<file path="config.mk">
export PLATFORM = sky130hd
export DESIGN_NAME = hilo_div_unit_flat
export DESIGN_NICKNAME = d
export VERILOG_FILES = /design/src/rtl/hilo_div_if.sv /design/src/rtl/hilo_div_unit.sv /design/src/flat_wrapper.sv
export SDC_FILE = /design/constraint.sdc
export NUM_CORES = 1
export LEC_CHECK = 0
export BUFFER_PORTS_ARGS = -buffer_cell sky130_fd_sc_hd__clkbuf_2
export CORE_MARGIN = 1
export CORE_UTILIZATION = 60
export DETAILED_ROUTE_END_ITERATION = 16
export MAX_ROUTING_LAYER = met4
export PLACE_DENSITY_LB_ADDON = 0.12
export SETUP_SLACK_MARGIN = 0.05
export SLEW_MARGIN = 20
export SYNTH_ARGS = -nofsm -noshare
export SYNTH_HDL_FRONTEND = slang
export SYNTH_SLANG_ARGS = --single-unit
</file>
<file path="constraint.sdc">
create_clock -name clk -period 6.3 [get_ports clk]
set_input_delay 0.945 -clock clk [delete_from_list [all_inputs] [get_ports clk]]
set_output_delay 0.945 -clock clk [all_outputs]
set_load 0.02 [all_outputs]
</file>
<file path="src/rtl/hilo_div_if.sv">
// hilo_div_if: request/result bundle between the EX stage and the HI/LO divider.
//   master : EX side; drives start/signed/cancel and both operands, receives
//            the stall request and the HI/LO write (ready, we, hi, lo).
//   slave  : divider side; the reverse directions.
interface hilo_div_if #(
  parameter int WIDTH = 32
);
  logic             start_i;
  logic             signed_i;
  logic             cancel_i;
  logic [WIDTH-1:0] dividend_i;
  logic [WIDTH-1:0] divisor_i;
  logic             stall_o;
  logic             ready_o;
  logic             hilo_we_o;
  logic [WIDTH-1:0] hi_o;
  logic [WIDTH-1:0] lo_o;

  modport master (
    output start_i, signed_i, cancel_i, dividend_i, divisor_i,
    input  stall_o, ready_o, hilo_we_o, hi_o, lo_o
  );

  modport slave (
    input  start_i, signed_i, cancel_i, dividend_i, divisor_i,
    output stall_o, ready_o, hilo_we_o, hi_o, lo_o
  );
endinterface

</file>
<file path="src/rtl/hilo_div_unit.sv">
// hilo_div_unit: iterative radix-2 restoring divider (DIV/DIVU) feeding HI/LO.
//   clk, rst : clock and synchronous active-high reset
//   bus      : hilo_div_if.slave
//     start_i/signed_i/dividend_i/divisor_i : request, sampled in IDLE
//     cancel_i  : pipeline flush, aborts the op and suppresses the write
//     stall_o   : stall request while the op is being accepted or computed
//     ready_o   : result valid (END state)
//     hilo_we_o : one-cycle write pulse on the first END cycle
//     hi_o/lo_o : remainder / quotient, held until the next result
// Divide by zero yields hi=dividend, lo=all ones; -2^(W-1)/-1 wraps.
module hilo_div_unit #(
  parameter int WIDTH = 32
) (
  input  logic       clk,
  input  logic       rst,
  hilo_div_if.slave  bus
);
  localparam int CW = (WIDTH > 2) ? $clog2(WIDTH) : 1;

  typedef enum logic [1:0] {
    S_IDLE   = 2'd0,
    S_BYZERO = 2'd1,
    S_ON     = 2'd2,
    S_END    = 2'd3
  } state_t;

  state_t           state_reg;
  logic [CW-1:0]    cnt_reg;
  logic [WIDTH-1:0] rem_reg;       // partial remainder (always < divisor)
  logic [WIDTH-1:0] quo_reg;       // dividend bits shift out, quotient bits shift in
  logic [WIDTH-1:0] dvs_reg;       // divisor magnitude
  logic [WIDTH-1:0] dividend_reg;  // raw dividend, needed for the divide-by-zero result
  logic             neg_q_reg;
  logic             neg_r_reg;
  logic [WIDTH-1:0] hi_reg;
  logic [WIDTH-1:0] lo_reg;
  logic             ready_reg;
  logic             we_reg;

  // Operand magnitudes at acceptance time
  logic             a_neg;
  logic             b_neg;
  logic [WIDTH-1:0] a_mag;
  logic [WIDTH-1:0] b_mag;

  assign a_neg = bus.signed_i & bus.dividend_i[WIDTH-1];
  assign b_neg = bus.signed_i & bus.divisor_i[WIDTH-1];
  assign a_mag = a_neg ? (~bus.dividend_i + 1'b1) : bus.dividend_i;
  assign b_mag = b_neg ? (~bus.divisor_i + 1'b1) : bus.divisor_i;

  // One restoring step: the shifted partial remainder is WIDTH+1 bits wide, so
  // the trial subtraction's top bit is a reliable sign.
  logic [WIDTH:0]   shifted;
  logic [WIDTH:0]   trial;
  logic [WIDTH-1:0] rem_next;
  logic [WIDTH-1:0] quo_next;
  logic [WIDTH-1:0] q_fix;
  logic [WIDTH-1:0] r_fix;

  assign shifted = {rem_reg, quo_reg[WIDTH-1]};
  assign trial   = shifted - {1'b0, dvs_reg};

  always_comb begin
    rem_next = shifted[WIDTH-1:0];
    quo_next = {quo_reg[WIDTH-2:0], 1'b0};
    if (!trial[WIDTH]) begin
      rem_next = trial[WIDTH-1:0];
      quo_next = {quo_reg[WIDTH-2:0], 1'b1};
    end
  end

  // Sign fixup applied to the final step's result on the way into END
  assign q_fix = neg_q_reg ? (~quo_next + 1'b1) : quo_next;
  assign r_fix = neg_r_reg ? (~rem_next + 1'b1) : rem_next;

  always_ff @(posedge clk) begin
    if (rst) begin
      state_reg    <= S_IDLE;
      cnt_reg      <= '0;
      rem_reg      <= '0;
      quo_reg      <= '0;
      dvs_reg      <= '0;
      dividend_reg <= '0;
      neg_q_reg    <= 1'b0;
      neg_r_reg    <= 1'b0;
      hi_reg       <= '0;
      lo_reg       <= '0;
      ready_reg    <= 1'b0;
      we_reg       <= 1'b0;
    end else begin
      case (state_reg)
        S_IDLE: begin
          ready_reg <= 1'b0;
          we_reg    <= 1'b0;
          if (bus.start_i && !bus.cancel_i) begin
            dividend_reg <= bus.dividend_i;
            dvs_reg      <= b_mag;
            quo_reg      <= a_mag;
            rem_reg      <= '0;
            cnt_reg      <= '0;
            neg_q_reg    <= a_neg ^ b_neg;
            neg_r_reg    <= a_neg;
            state_reg    <= (bus.divisor_i == '0) ? S_BYZERO : S_ON;
          end
        end
        S_BYZERO: begin
          if (bus.cancel_i) begin
            state_reg <= S_IDLE;
          end else begin
            hi_reg    <= dividend_reg;
            lo_reg    <= '1;
            ready_reg <= 1'b1;
            we_reg    <= 1'b1;
            state_reg <= S_END;
          end
        end
        S_ON: begin
          if (bus.cancel_i) begin
            state_reg <= S_IDLE;
          end else begin
            rem_reg <= rem_next;
            quo_reg <= quo_next;
            cnt_reg <= cnt_reg + 1'b1;
            if (cnt_reg == CW'(WIDTH - 1)) begin
              hi_reg    <= r_fix;
              lo_reg    <= q_fix;
              ready_reg <= 1'b1;
              we_reg    <= 1'b1;
              state_reg <= S_END;
            end
          end
        end
        S_END: begin
          we_reg <= 1'b0;
          // EX keeps start_i high until it sees the result; wait for it to drop
          if (bus.cancel_i || !bus.start_i) begin
            ready_reg <= 1'b0;
            state_reg <= S_IDLE;
          end
        end
        default: state_reg <= S_IDLE;
      endcase
    end
  end

  assign bus.stall_o   = ((state_reg == S_IDLE) && bus.start_i && !bus.cancel_i) ||
                         (state_reg == S_BYZERO) || (state_reg == S_ON);
  assign bus.ready_o   = ready_reg;
  // A flush arriving on the first END cycle must still kill the write
  assign bus.hilo_we_o = we_reg & ~bus.cancel_i;
  assign bus.hi_o      = hi_reg;
  assign bus.lo_o      = lo_reg;
endmodule

</file>
<file path="src/flat_wrapper.sv">
// flat-port wrapper written by rule: the top's interface ports become plain ports
module hilo_div_unit_flat 
#(
  parameter int WIDTH = 32
)
  (clk, rst, bus_start_i, bus_signed_i, bus_cancel_i, bus_dividend_i, bus_divisor_i, bus_stall_o, bus_ready_o, bus_hilo_we_o, bus_hi_o, bus_lo_o);
  hilo_div_if #(.WIDTH(WIDTH)) bus_i ();
  input  logic clk;
  input  logic rst;
  input wire logic [$bits(bus_i.start_i)-1:0] bus_start_i;
  input wire logic [$bits(bus_i.signed_i)-1:0] bus_signed_i;
  input wire logic [$bits(bus_i.cancel_i)-1:0] bus_cancel_i;
  input wire logic [$bits(bus_i.dividend_i)-1:0] bus_dividend_i;
  input wire logic [$bits(bus_i.divisor_i)-1:0] bus_divisor_i;
  output wire logic [$bits(bus_i.stall_o)-1:0] bus_stall_o;
  output wire logic [$bits(bus_i.ready_o)-1:0] bus_ready_o;
  output wire logic [$bits(bus_i.hilo_we_o)-1:0] bus_hilo_we_o;
  output wire logic [$bits(bus_i.hi_o)-1:0] bus_hi_o;
  output wire logic [$bits(bus_i.lo_o)-1:0] bus_lo_o;
  assign bus_i.start_i = bus_start_i;
  assign bus_i.signed_i = bus_signed_i;
  assign bus_i.cancel_i = bus_cancel_i;
  assign bus_i.dividend_i = bus_dividend_i;
  assign bus_i.divisor_i = bus_divisor_i;
  assign bus_stall_o = bus_i.stall_o;
  assign bus_ready_o = bus_i.ready_o;
  assign bus_hilo_we_o = bus_i.hilo_we_o;
  assign bus_hi_o = bus_i.hi_o;
  assign bus_lo_o = bus_i.lo_o;
  hilo_div_unit #(.WIDTH(WIDTH)) u_core (.clk(clk), .rst(rst), .bus(bus_i));
endmodule
</file>
==> metrics.txt, run 1 <==
fill count 1881; All-Layer GR Usage 0.364; RR Startpoint u_core.quo_reg[31]$_SDFFE_PP0P_; Hold Startpoint u_core.dividend_reg[24]$_SDFFE_PP0P_; Leak 5.73 nW; Slew Viols, Final 0; Cell Chain, Critical Path inv_1, ha_1, fa_1, nand2b_1, a21oi_2, o21ai_2, a211oi_1, nor3_2, nor2_4, inv_1, buf_4, a21oi_1, ha_1, inv_1, nor4_1, nand4_1, a22oi_1, o21ai_2, nor3_1, a21oi_1, or4_1; setup TNS 0 ns; Max clock buf depth 3; total iterations of the first detailed-routing run 5; pin count of the biggest net entering global routing 97; Die Area 22400 sq um; initial core utilization 0.617; ys flop type dfxtp_1; CP Data Arrival Time between 5 and 6 ns; core area 21200 sq um; origin of the worst setup path u_core.quo_reg[31]$_SDFFE_PP0P_; layout cells sized above 1 0.131; power density over cell area 385 nW/um^2; part of the power in registers 0.284; syn_area_per_cell 7.56 sq um; chip height 150 microns; synth warn 0; via count around 13000; CTS Root Buffer Type clkbuf_16; GP Congestion around 0.95; Clock Sinks 203; Ports 136; syn nets 1843; Post-Layout Cell Count 2088; Vias/cell 6.38; CP delay by family, top compound AO/OA/AOI/OAI gates; area of the multi-input gates 8380 sq um; FFs w/ async S/R, synth 0; global route total overflow 0; Yosys reg bits 203; Max Cap Viol 0; fin crit share 0.859; Critical Path End Type flop; R2R Setup Slk 0.89 ns; worst-case reg-to-reg path depth 21; global-route wire length before repair about 63 mm; post-DP HPWL 29.4 mm; Clock Skew 0.0181 ns; VDD IR-drop max 0.245 mV; post-synthesis sequential area ratio 0.311; CP max stage delay 0.52 ns; DRT antenna net count 0; Area growth, synth to finish 11.8%; Netlist Area Pre-Place between 10000 and 15000 sq um; Hold Buf Count CTS 0; Post-synth EDFFs 0; normalized max-slew margin 0.269; power share of the clock group 0.253; row count 53; Remaining DRCs 0; WHS Endpoint u_core.dividend_reg[24]$_SDFFE_PP0P_; number of global-route vias before repair about 12000; most frequent CP cell inv_1; worst r2r dst u_core.bus.hi_o[30]$_SDFFE_PP0P_; internal power 3.19 mW; combinational fraction of design power 0.463; Max FO, Critical Path 18; final WL 40.5 mm; crit path buf inv count 4; CTS tree yes; actual slew at the worst max-slew pin 1.09 ns; routed len/inst a little under 20 microns; CTS Buf Count 24; hold crit path type reg -> reg; post-CTS setup buffers 0; worst-skew pair later-pin latency 0.53 ns; status finished, final reports clean; initial antenna violation count 1; DRT iter0 DRCs 1307; Final setup viols 0; post-route minimum period 5.41 ns; Max Fclk about 180 MHz; post-synthesis cell type count 87; Sw Ratio 0.434; CP Class reg -> reg; P_sw 2.44 mW; register area approximately 4100 sq um; RSZ-0062 raised after global routing no; Worst Setup Start Kind flop; die width 150 microns; NumNets Final 1909; H-tree levels 1; Clock Pin Slew Worst Setup and Hold Paths 0.06 ns; Mapped Cells 1730; WP data required 6.70 ns; port bufs 135; # resized after CTS 0; final hold vios 0; hold depth 2; slowest CP cell or4_1; post-placement cell count 2045
==> logic make-up (layout without fill, tap and decap cells) <==
group,count (synthesis),in the layout,synth area share
xor gates and xnor gates,133,133,0.0890
muxes,46,46,0.0364
buffers and inverters,172,254,0.0520
adders and majority gates,44,44,0.0427
AOI/OAI and AO/OA,542,542,0.263
other,0,1,0
DFF,203,203,0.311
and+or+nand+nor,590,590,0.206
==> synthesized netlist by cell type, types with 31 or more instances <==
| cell type | n | share of area |
|---|---|---|
| nand3_1 | 32 | 0.012 |
| a21oi_1 | 193 | 0.074 |
| xnor2_1 | 61 | 0.041 |
| clkbuf_1 | 89 | 0.026 |
| dfxtp_1 | 203 | 0.31 |
| nand2_1 | 201 | 0.058 |
| mux2i_1 | 42 | 0.032 |
| inv_1 | 59 | 0.017 |
| nor2_1 | 193 | 0.055 |
| o21ai_0 | 99 | 0.038 |
| ha_1 | 43 | 0.041 |
| xor2_1 | 72 | 0.048 |
| a31oi_1 | 31 | 0.015 |
| a211oi_1 | 47 | 0.027 |
==> cell usage in the layout (no fill, tap or decap), types with 6 or more instances in the layout <==
master,n
dfxtp_1,203
nand2_1,201
a21oi_1,193
nor2_1,188
clkbuf_2,134
o21ai_0,99
xor2_1,72
xnor2_1,61
inv_1,59
a211oi_1,47
ha_1,43
mux2i_1,42
nand3_1,32
a31oi_1,31
nor3_1,30
a22oi_1,30
o31ai_1,24
clkbuf_16,24
o41ai_1,19
nor4_1,18
buf_4,18
and3_1,17
and2_1,13
nand4_1,13
or3_1,12
a21o_1,11
nand2b_1,10
a221oi_1,10
or4_1,9
or2_2,8
o21bai_1,7
nor2b_1,7
a311oi_1,7
o21a_1,6
clkbuf_8,6
==> metrics by stage <==
step	power [mW]	setup slack, ns	area [sq um]	hold slack (ns)	util
detailed placement	4.15	1.01	13800	0.445	0.651
floorplan	3.43	1.17	13100	0.432	-
CTS	5.58	0.998	14600	0.453	0.689
finish	5.63	0.887	14600	0.451	0.690
global route	5.92	0.593	14600	0.477	0.690
global placement	4.12	1.21	13800	0.440	0.651
==> how the worst max path moves through the flow <==
stage	end	depth (start not counted)	slack (ns)
3_5_place_dp	u_core.bus.hi_o[30]$_SDFFE_PP0P_	21	1.01
5_1_grt	u_core.bus.hi_o[30]$_SDFFE_PP0P_	21	0.59
4_1_cts	u_core.bus.hi_o[30]$_SDFFE_PP0P_	21	1.0
2_1_floorplan	u_core.bus.hi_o[30]$_SDFFE_PP0P_	25	1.17
6_report	u_core.bus.hi_o[30]$_SDFFE_PP0P_	21	0.89
3_3_place_gp	u_core.bus.hi_o[30]$_SDFFE_PP0P_	21	1.21
==> routing by layer <==
layer / GRT usage / routed length [microns] / up-vias
li1: - / - / 6358
met1: 0.499 / 18600 / 6296
met2: 0.544 / 17600 / 574
met3: 0.0655 / 3340 / 90
met4: 0.104 / 1030 / 0
met5: - / 0 / -
==> final cells by class <==
cell class              instances  share of cell area
flip-flops and latches        203               0.278
clock inverters                 9             0.00812
inverters                      60              0.0154
well taps                     275              0.0235
clock buffers                  33              0.0475
diodes                          1            0.000171
repair buffers                152              0.0551
multi-input cells            1355               0.573
==> worst register-to-register path: stages (launching register included) <==
cell	delay [ns]
dfxtp_1	0.35
inv_1	0.07
ha_1	0.20
fa_1	0.43
nand2b_1	0.22
a21oi_2	0.27
o21ai_2	0.14
a211oi_1	0.45
nor3_2	0.23
nor2_4	0.13
inv_1	0.09
buf_4	0.22
a21oi_1	0.24
ha_1	0.23
inv_1	0.09
nor4_1	0.30
nand4_1	0.17
a22oi_1	0.46
o21ai_2	0.20
nor3_1	0.21
a21oi_1	0.09
or4_1	0.52
==> power groups by stage <==
stage / Clock [mW] / Sequential [mW] / Combinational (mW)
2_1_floorplan: 0 / 1.68 / 1.76
3_3_place_gp: 0 / 1.61 / 2.51
3_5_place_dp: 0 / 1.62 / 2.53
4_1_cts: 1.43 / 1.60 / 2.55
5_1_grt: 1.49 / 1.62 / 2.82
6_report: 1.42 / 1.60 / 2.61
Power figures use the tool's default switching activity.
==> run 2, diff against run 1 <==
Settings changed: CORE_MARGIN 1 to 8.
==> run 2 against run 1 <==
Fmax fell by 3.5%. Clock skew fell by 0.0053 ns. Count of clock-buffer cells in the layout fell by 3. Sequential power barely moved. Final area fell by 0.42%. Setup slack got worse by 0.20 ns. Clock power fell by 6%. Critical endpoint unchanged.
==> metrics.txt, run 2 (synthesized netlist as in run 1, its figures left out) <==
total iterations of the first detailed-routing run 5 (unchanged); All-Layer GR Usage 0.305 (was 0.364); post-DP HPWL 29.6 mm (was 29.4 mm); n_diodes 0 (was 1); Max Fclk 178 MHz (was 185 MHz); power density over cell area 378 nW/um^2 (was 385 nW/um^2); Area growth, synth to finish 11.4% (was 11.8%); H-tree levels 1 (unchanged); Slew Viols, Final 0 (unchanged); worst-case reg-to-reg path depth 22 (was 21); commonest non-fill, non-tap cell in the layout dfxtp_1 (unchanged); initial core utilization 0.605 (was 0.617); global route total overflow 0 (unchanged); NumNets Final 1909 (unchanged); DRT iter0 DRCs 1285 (was 1307); worst r2r dst u_core.bus.hi_o[30]$_SDFFE_PP0P_ (unchanged); Clock Skew 0.0128 ns (was 0.0181 ns); CTS Buf Count 22 (was 24); Vias/cell 6.28 (was 6.38); Final Cell Area 14600 sq um (about the same); Hold Buf Count CTS 0 (unchanged); port bufs 135 (unchanged); CP Data Arrival Time 6.00 ns (was 5.82 ns); post-CTS setup buffers 0 (unchanged); CP max stage delay 0.51 ns (was 0.52 ns); fill count 1959 (was 1881); Clock Pin Slew Worst Setup and Hold Paths 0.07 ns (was 0.06 ns); R2R Setup Slk 0.69 ns (was 0.89 ns); final hold vios 0 (unchanged); register area 4060 sq um (unchanged); initial antenna violation count 0 (was 1); GP Congestion 0.963 (was 0.954); Worst Setup Start Kind flop (unchanged); final WL 40.9 mm (was 40.5 mm); VDD IR-drop max 0.307 mV (was 0.245 mV); pin count of the biggest net entering global routing 87 (was 97); setup TNS 0 ns (unchanged); crit path to u_core.bus.hi_o[30]$_SDFFE_PP0P_ (unchanged); Place WS 0.797 ns (was 1.01 ns); number of global-route vias before repair 12103 (was 11878); CTS Root Buffer Type clkbuf_16 (unchanged); Area after DPL 13800 sq um (about the same); RSZ-0062 raised after global routing no (unchanged); worst-skew pair later-pin latency 0.51 ns (was 0.53 ns); row count 54 (was 53); RR Startpoint u_core.quo_reg[31]$_SDFFE_PP0P_ (unchanged); most frequent CP cell inv_1 (unchanged); final setup margin 0.692 ns (was 0.887 ns); area of the multi-input gates 8370 sq um (was 8380 sq um); Max clock buf depth 3 (unchanged); global-route wire length before repair 64.6 mm (was 63.1 mm); routed len/inst 19.6 microns (was 19.4 microns); CTS tree yes (unchanged); slowest CP cell or4_1 (unchanged); CP Class reg -> reg (unchanged); origin of the worst setup path u_core.quo_reg[31]$_SDFFE_PP0P_ (unchanged); normalized max-slew margin 0.250 (was 0.269); most frequent cells in the layout 203 x dfxtp_1, 201 x nand2_1, 193 x a21oi_1, 188 x nor2_1, 134 x clkbuf_2 (unchanged); hold crit path type reg -> reg (unchanged); Critical Path End Type flop (unchanged); chip height 164 microns (was 150 microns); status finished, final reports clean (unchanged); Die Area 26800 sq um (was 22400 sq um); Ports 136 (unchanged); Max Cap Viol 0 (unchanged); DRT antenna net count 0 (unchanged); Leak 5.71 nW (was 5.73 nW); Max FO, Critical Path 24 (was 18); hold slack 0.458 ns (was 0.451 ns); actual slew at the worst max-slew pin 1.12 ns (was 1.09 ns); Final setup viols 0 (unchanged); Clock Sinks 203 (unchanged); WP data required 6.69 ns (was 6.70 ns); layout cells sized above 1 0.131 (about the same); fin crit share 0.890 (was 0.859); post-route minimum period 5.61 ns (was 5.41 ns); Remaining DRCs 0 (unchanged); via count 13137 (was 13318); core area 21600 sq um (was 21200 sq um); Cell Chain, Critical Path inv_1, ha_1, fa_1, nand2b_1, a21oi_2, o21ai_2, a211oi_1, o21a_1, nor2_4, inv_1, buf_4, nor2_1, a21oi_1, ha_1, inv_1, nor4_1, nand4_1, a22oi_1, o21ai_2, nor3_1, a21oi_1, or4_1 (was inv_1, ha_1, fa_1, nand2b_1, a21oi_2, o21ai_2, a211oi_1, nor3_2, nor2_4, inv_1, buf_4, a21oi_1, ha_1, inv_1, nor4_1, nand4_1, a22oi_1, o21ai_2, nor3_1, a21oi_1, or4_1); die width 164 microns (was 150 microns); # resized after CTS 0 (unchanged)
## run 2: cell count changes in the layout (fill, tap and decap cells not counted), moves of 2 or more
| cell | delta |
|---|---|
| buf_4 | +2 |
| clkinv_2 | +2 |
| clkinv_4 | +2 |
| clkinvlp_4 | -2 |
## run 2: power by group
group | leakage (nW) | switching, mW | internal [mW]
logic | 3.69 | 1.71 | 0.872
clock network | 0.368 | 0.560 | 0.770
registers | 1.65 | 0.135 | 1.47
total | 5.71 | 2.41 | 3.11
## run 2: worst min-delay path by stage
stage / startpoint / endpoint / slack (ns) / cells after the start
2_1_floorplan: u_core.dividend_reg[18]$_SDFFE_PP0P_ / u_core.dividend_reg[18]$_SDFFE_PP0P_ / 0.43 / 2
6_report: u_core.dividend_reg[20]$_SDFFE_PP0P_ / u_core.dividend_reg[20]$_SDFFE_PP0P_ / 0.46 / 2
4_1_cts: u_core.dividend_reg[20]$_SDFFE_PP0P_ / u_core.dividend_reg[20]$_SDFFE_PP0P_ / 0.46 / 2
3_3_place_gp: u_core.dividend_reg[15]$_SDFFE_PP0P_ / u_core.dividend_reg[15]$_SDFFE_PP0P_ / 0.44 / 2
5_1_grt: u_core.dividend_reg[7]$_SDFFE_PP0P_ / u_core.dividend_reg[7]$_SDFFE_PP0P_ / 0.47 / 2
3_5_place_dp: u_core.dividend_reg[7]$_SDFFE_PP0P_ / u_core.dividend_reg[7]$_SDFFE_PP0P_ / 0.45 / 2
## run 2: stage by stage
| step | power (mW) | cells | utilization |
|---|---|---|---|
| finish | 5.51 | 2091 | 0.674 |
| detailed placement | 4.14 | 2052 | 0.640 |
| global placement | 4.11 | 2052 | 0.640 |
| floorplan | 3.43 | 1730 | - |
| CTS | 5.48 | 2091 | 0.674 |
| global route | 5.82 | 2091 | 0.674 |
## run 2: final cells by class
type	count	share of cell area
inverters	60	0.0155
clock inverters	9	0.00584
well taps	280	0.0240
flip-flops and latches	203	0.279
repair buffers	154	0.0563
clock buffers	30	0.0447
multi-input cells	1355	0.575
## run 2: critical path, delay by kind of cell (launching register included)
family / cells / cell delay (ns)
compound gates: 8 / 2.13
simple gates: 7 / 1.56
fa+ha+maj: 3 / 0.88
buf+inv: 4 / 0.57
flops: 1 / 0.36
## run 2: routing by layer
layer  track usage  wire length (microns)
met5             -                      0
met4        0.0942                   1160
met3        0.0358                   2650
met2         0.450                  17900
met1         0.427                  19200
==> run 3, diff against run 2 <==
Settings changed: CORE_UTILIZATION 60 to 65.
Clock period 6.3 ns to 6.85 ns, I/O delays scaled along.
==> run 3 against run 2 <==
Register-to-register slack better by 0.41 ns. Critical endpoint unchanged. Count of clock-buffer cells in the layout is 1 lower. Utilization is 5.6 points higher. Combinational power is 8% lower. Sequential share of layout area hardly changed. Die area is 7.0% lower.
==> metrics.txt, run 3 (synthesized netlist as in run 1, its figures left out) <==
status finished, final reports clean (unchanged); Max Cap Viol 0 (unchanged); initial core utilization 0.655 (was 0.605); # resized after CTS 0 (unchanged); Max FO, Critical Path 21 (was 24); CP delay by family, top compound AO/OA/AOI/OAI gates (unchanged); commonest non-fill, non-tap cell in the layout dfxtp_1 (unchanged); register area 4060 sq um (unchanged); global-route wire length before repair 64.4 mm (was 64.6 mm); CTS Buf Count 23 (was 22); via count 13256 (was 13137); fin crit share 0.839 (was 0.890); die width 158 microns (was 164 microns); most frequent cells in the layout 203 x dfxtp_1, 201 x nand2_1, 193 x a21oi_1, 188 x nor2_1, 134 x clkbuf_2 (unchanged); core area 20000 sq um (was 21600 sq um); WP data required 7.24 ns (was 6.69 ns); post-CTS setup buffers 0 (unchanged); Pwr Total 5.13 mW (was 5.51 mW); CP Class reg -> reg (unchanged); Cell Chain, Critical Path inv_1, ha_1, fa_1, nand2b_1, a21oi_2, o21ai_2, a211oi_1, o21a_1, nor2_4, inv_1, buf_4, nor2_1, a21oi_1, ha_1, inv_1, nor4_1, nand4_1, a22oi_1, o21ai_2, nor3_1, a21oi_1, or4_1 (unchanged); number of global-route vias before repair 12200 (was 12103); global route total overflow 0 (unchanged); Area growth, synth to finish 11.5% (was 11.4%); initial antenna violation count 0 (unchanged); slowest CP cell or4_1 (unchanged); layout cells sized above 1 0.130 (was 0.131); Remaining DRCs 0 (unchanged); n_diodes 0 (unchanged); Clock Sinks 203 (unchanged); CTS tree yes (unchanged); most frequent CP cell inv_1 (unchanged); post-route minimum period 5.75 ns (was 5.61 ns); fill count 1625 (was 1959); Vias/cell 6.37 (was 6.28); All-Layer GR Usage 0.329 (was 0.305); Final setup viols 0 (unchanged); final hold vios 0 (unchanged); power density over cell area 352 nW/um^2 (was 378 nW/um^2); NumNets Final 1909 (unchanged); CP Data Arrival Time 6.13 ns (was 6.00 ns); CP max stage delay 0.51 ns (about the same); Leak 5.72 nW (was 5.71 nW); setup TNS 0 ns (unchanged); Clock Pin Slew Worst Setup and Hold Paths 0.06 ns (was 0.07 ns); Max Fclk 174 MHz (was 178 MHz); VDD IR-drop max 0.313 mV (was 0.307 mV); hold crit path type reg -> reg (unchanged); Die Area 24900 sq um (was 26800 sq um); area of the multi-input gates 8370 sq um (about the same); Ports 136 (unchanged); Clock Skew 0.0209 ns (was 0.0128 ns); Slew Viols, Final 0 (unchanged); H-tree levels 1 (unchanged); GP Congestion 0.946 (was 0.963); normalized max-slew margin 0.283 (was 0.250); actual slew at the worst max-slew pin 1.08 ns (was 1.12 ns); final WL 40.6 mm (was 40.9 mm); DRT antenna net count 0 (unchanged); post-DP HPWL 29.6 mm (about the same); worst-skew pair later-pin latency 0.52 ns (was 0.51 ns); Max clock buf depth 3 (unchanged); pin count of the biggest net entering global routing 101 (was 87); total iterations of the first detailed-routing run 7 (was 5); Worst Setup Start Kind flop (unchanged); Critical Path End Type flop (unchanged); DRT iter0 DRCs 1263 (was 1285); Hold Buf Count CTS 0 (unchanged); chip height 158 microns (was 164 microns); port bufs 135 (unchanged); RSZ-0062 raised after global routing no (unchanged); CTS Root Buffer Type clkbuf_16 (unchanged); crit path buf inv count 4 (unchanged); routed len/inst 19.5 microns (was 19.6 microns); row count 52 (was 54)
-- run 3: cell count changes in the layout (fill, tap and decap cells not counted), sizes merged --
| cell | previous run | this run |
|---|---|---|
| clkbuf | 164 | 163 |
| inv | 60 | 61 |
| bufinv | 1 | 3 |
| buf | 20 | 19 |
-- run 3: worst reg2reg max path: stages, from the launching register on --
cell      delay, ns
dfxtp_1        0.35
inv_1          0.07
ha_1           0.21
fa_1           0.45
nand2b_1       0.22
a21oi_2        0.27
o21ai_2        0.14
a211oi_1       0.47
o21a_1         0.42
nor2_4         0.07
inv_1          0.14
buf_4          0.28
nor2_1         0.07
a21oi_1        0.19
ha_1           0.25
inv_1          0.10
nor4_1         0.27
nand4_1        0.14
a22oi_1        0.46
o21ai_2        0.20
nor3_1         0.25
a21oi_1        0.10
or4_1          0.51
-- run 3: final timing paths --
path / end / from / cells past startpoint / slack (ns)
hold reg to reg: u_core.dividend_reg[2]$_SDFFE_PP0P_ / u_core.dividend_reg[2]$_SDFFE_PP0P_ / 2 / 0.45
hold / removal: u_core.dividend_reg[2]$_SDFFE_PP0P_ / u_core.dividend_reg[2]$_SDFFE_PP0P_ / 2 / 0.45
setup reg to reg: u_core.bus.hi_o[30]$_SDFFE_PP0P_ / u_core.quo_reg[31]$_SDFFE_PP0P_ / 22 / 1.10
setup / recovery: u_core.bus.hi_o[30]$_SDFFE_PP0P_ / u_core.quo_reg[31]$_SDFFE_PP0P_ / 22 / 1.10
-- run 3: metal layers --
layer  track usage  vias to the layer above  routed length, microns
li1              -                     6355                       -
met1         0.456                     6173                   18200
met2         0.480                      631                   17500
met3        0.0494                       97                    3570
met4         0.112                        0                    1330
met5             -                        -                       0
-- run 3: stage by stage --
stage               instances  hold slack (ns)  cell area (sq um)  worst slack [ns]   util
floorplan                1730            0.432              13100              1.72      -
CTS                      2082            0.453              14600              1.23  0.730
detailed placement       2041            0.445              13800              1.31  0.691
finish                   2082            0.454              14600              1.10  0.730
global route             2082            0.475              14600             0.825  0.730
global placement         2041            0.441              13800              1.52  0.691
-- run 3: report_power, final --
group	switching, mW	total [mW]	internal [mW]
clock	0.516	1.27	0.757
sequential	0.127	1.48	1.35
combinational	1.59	2.38	0.799
total	2.23	5.13	2.90
-- run 3: layout make-up --
type	instances	area share
flip-flops and latches	203	0.279
multi-input cells	1355	0.574
inverters	60	0.0154
clock buffers	29	0.0424
well taps	270	0.0232
repair buffers	153	0.0558
clock inverters	12	0.0106
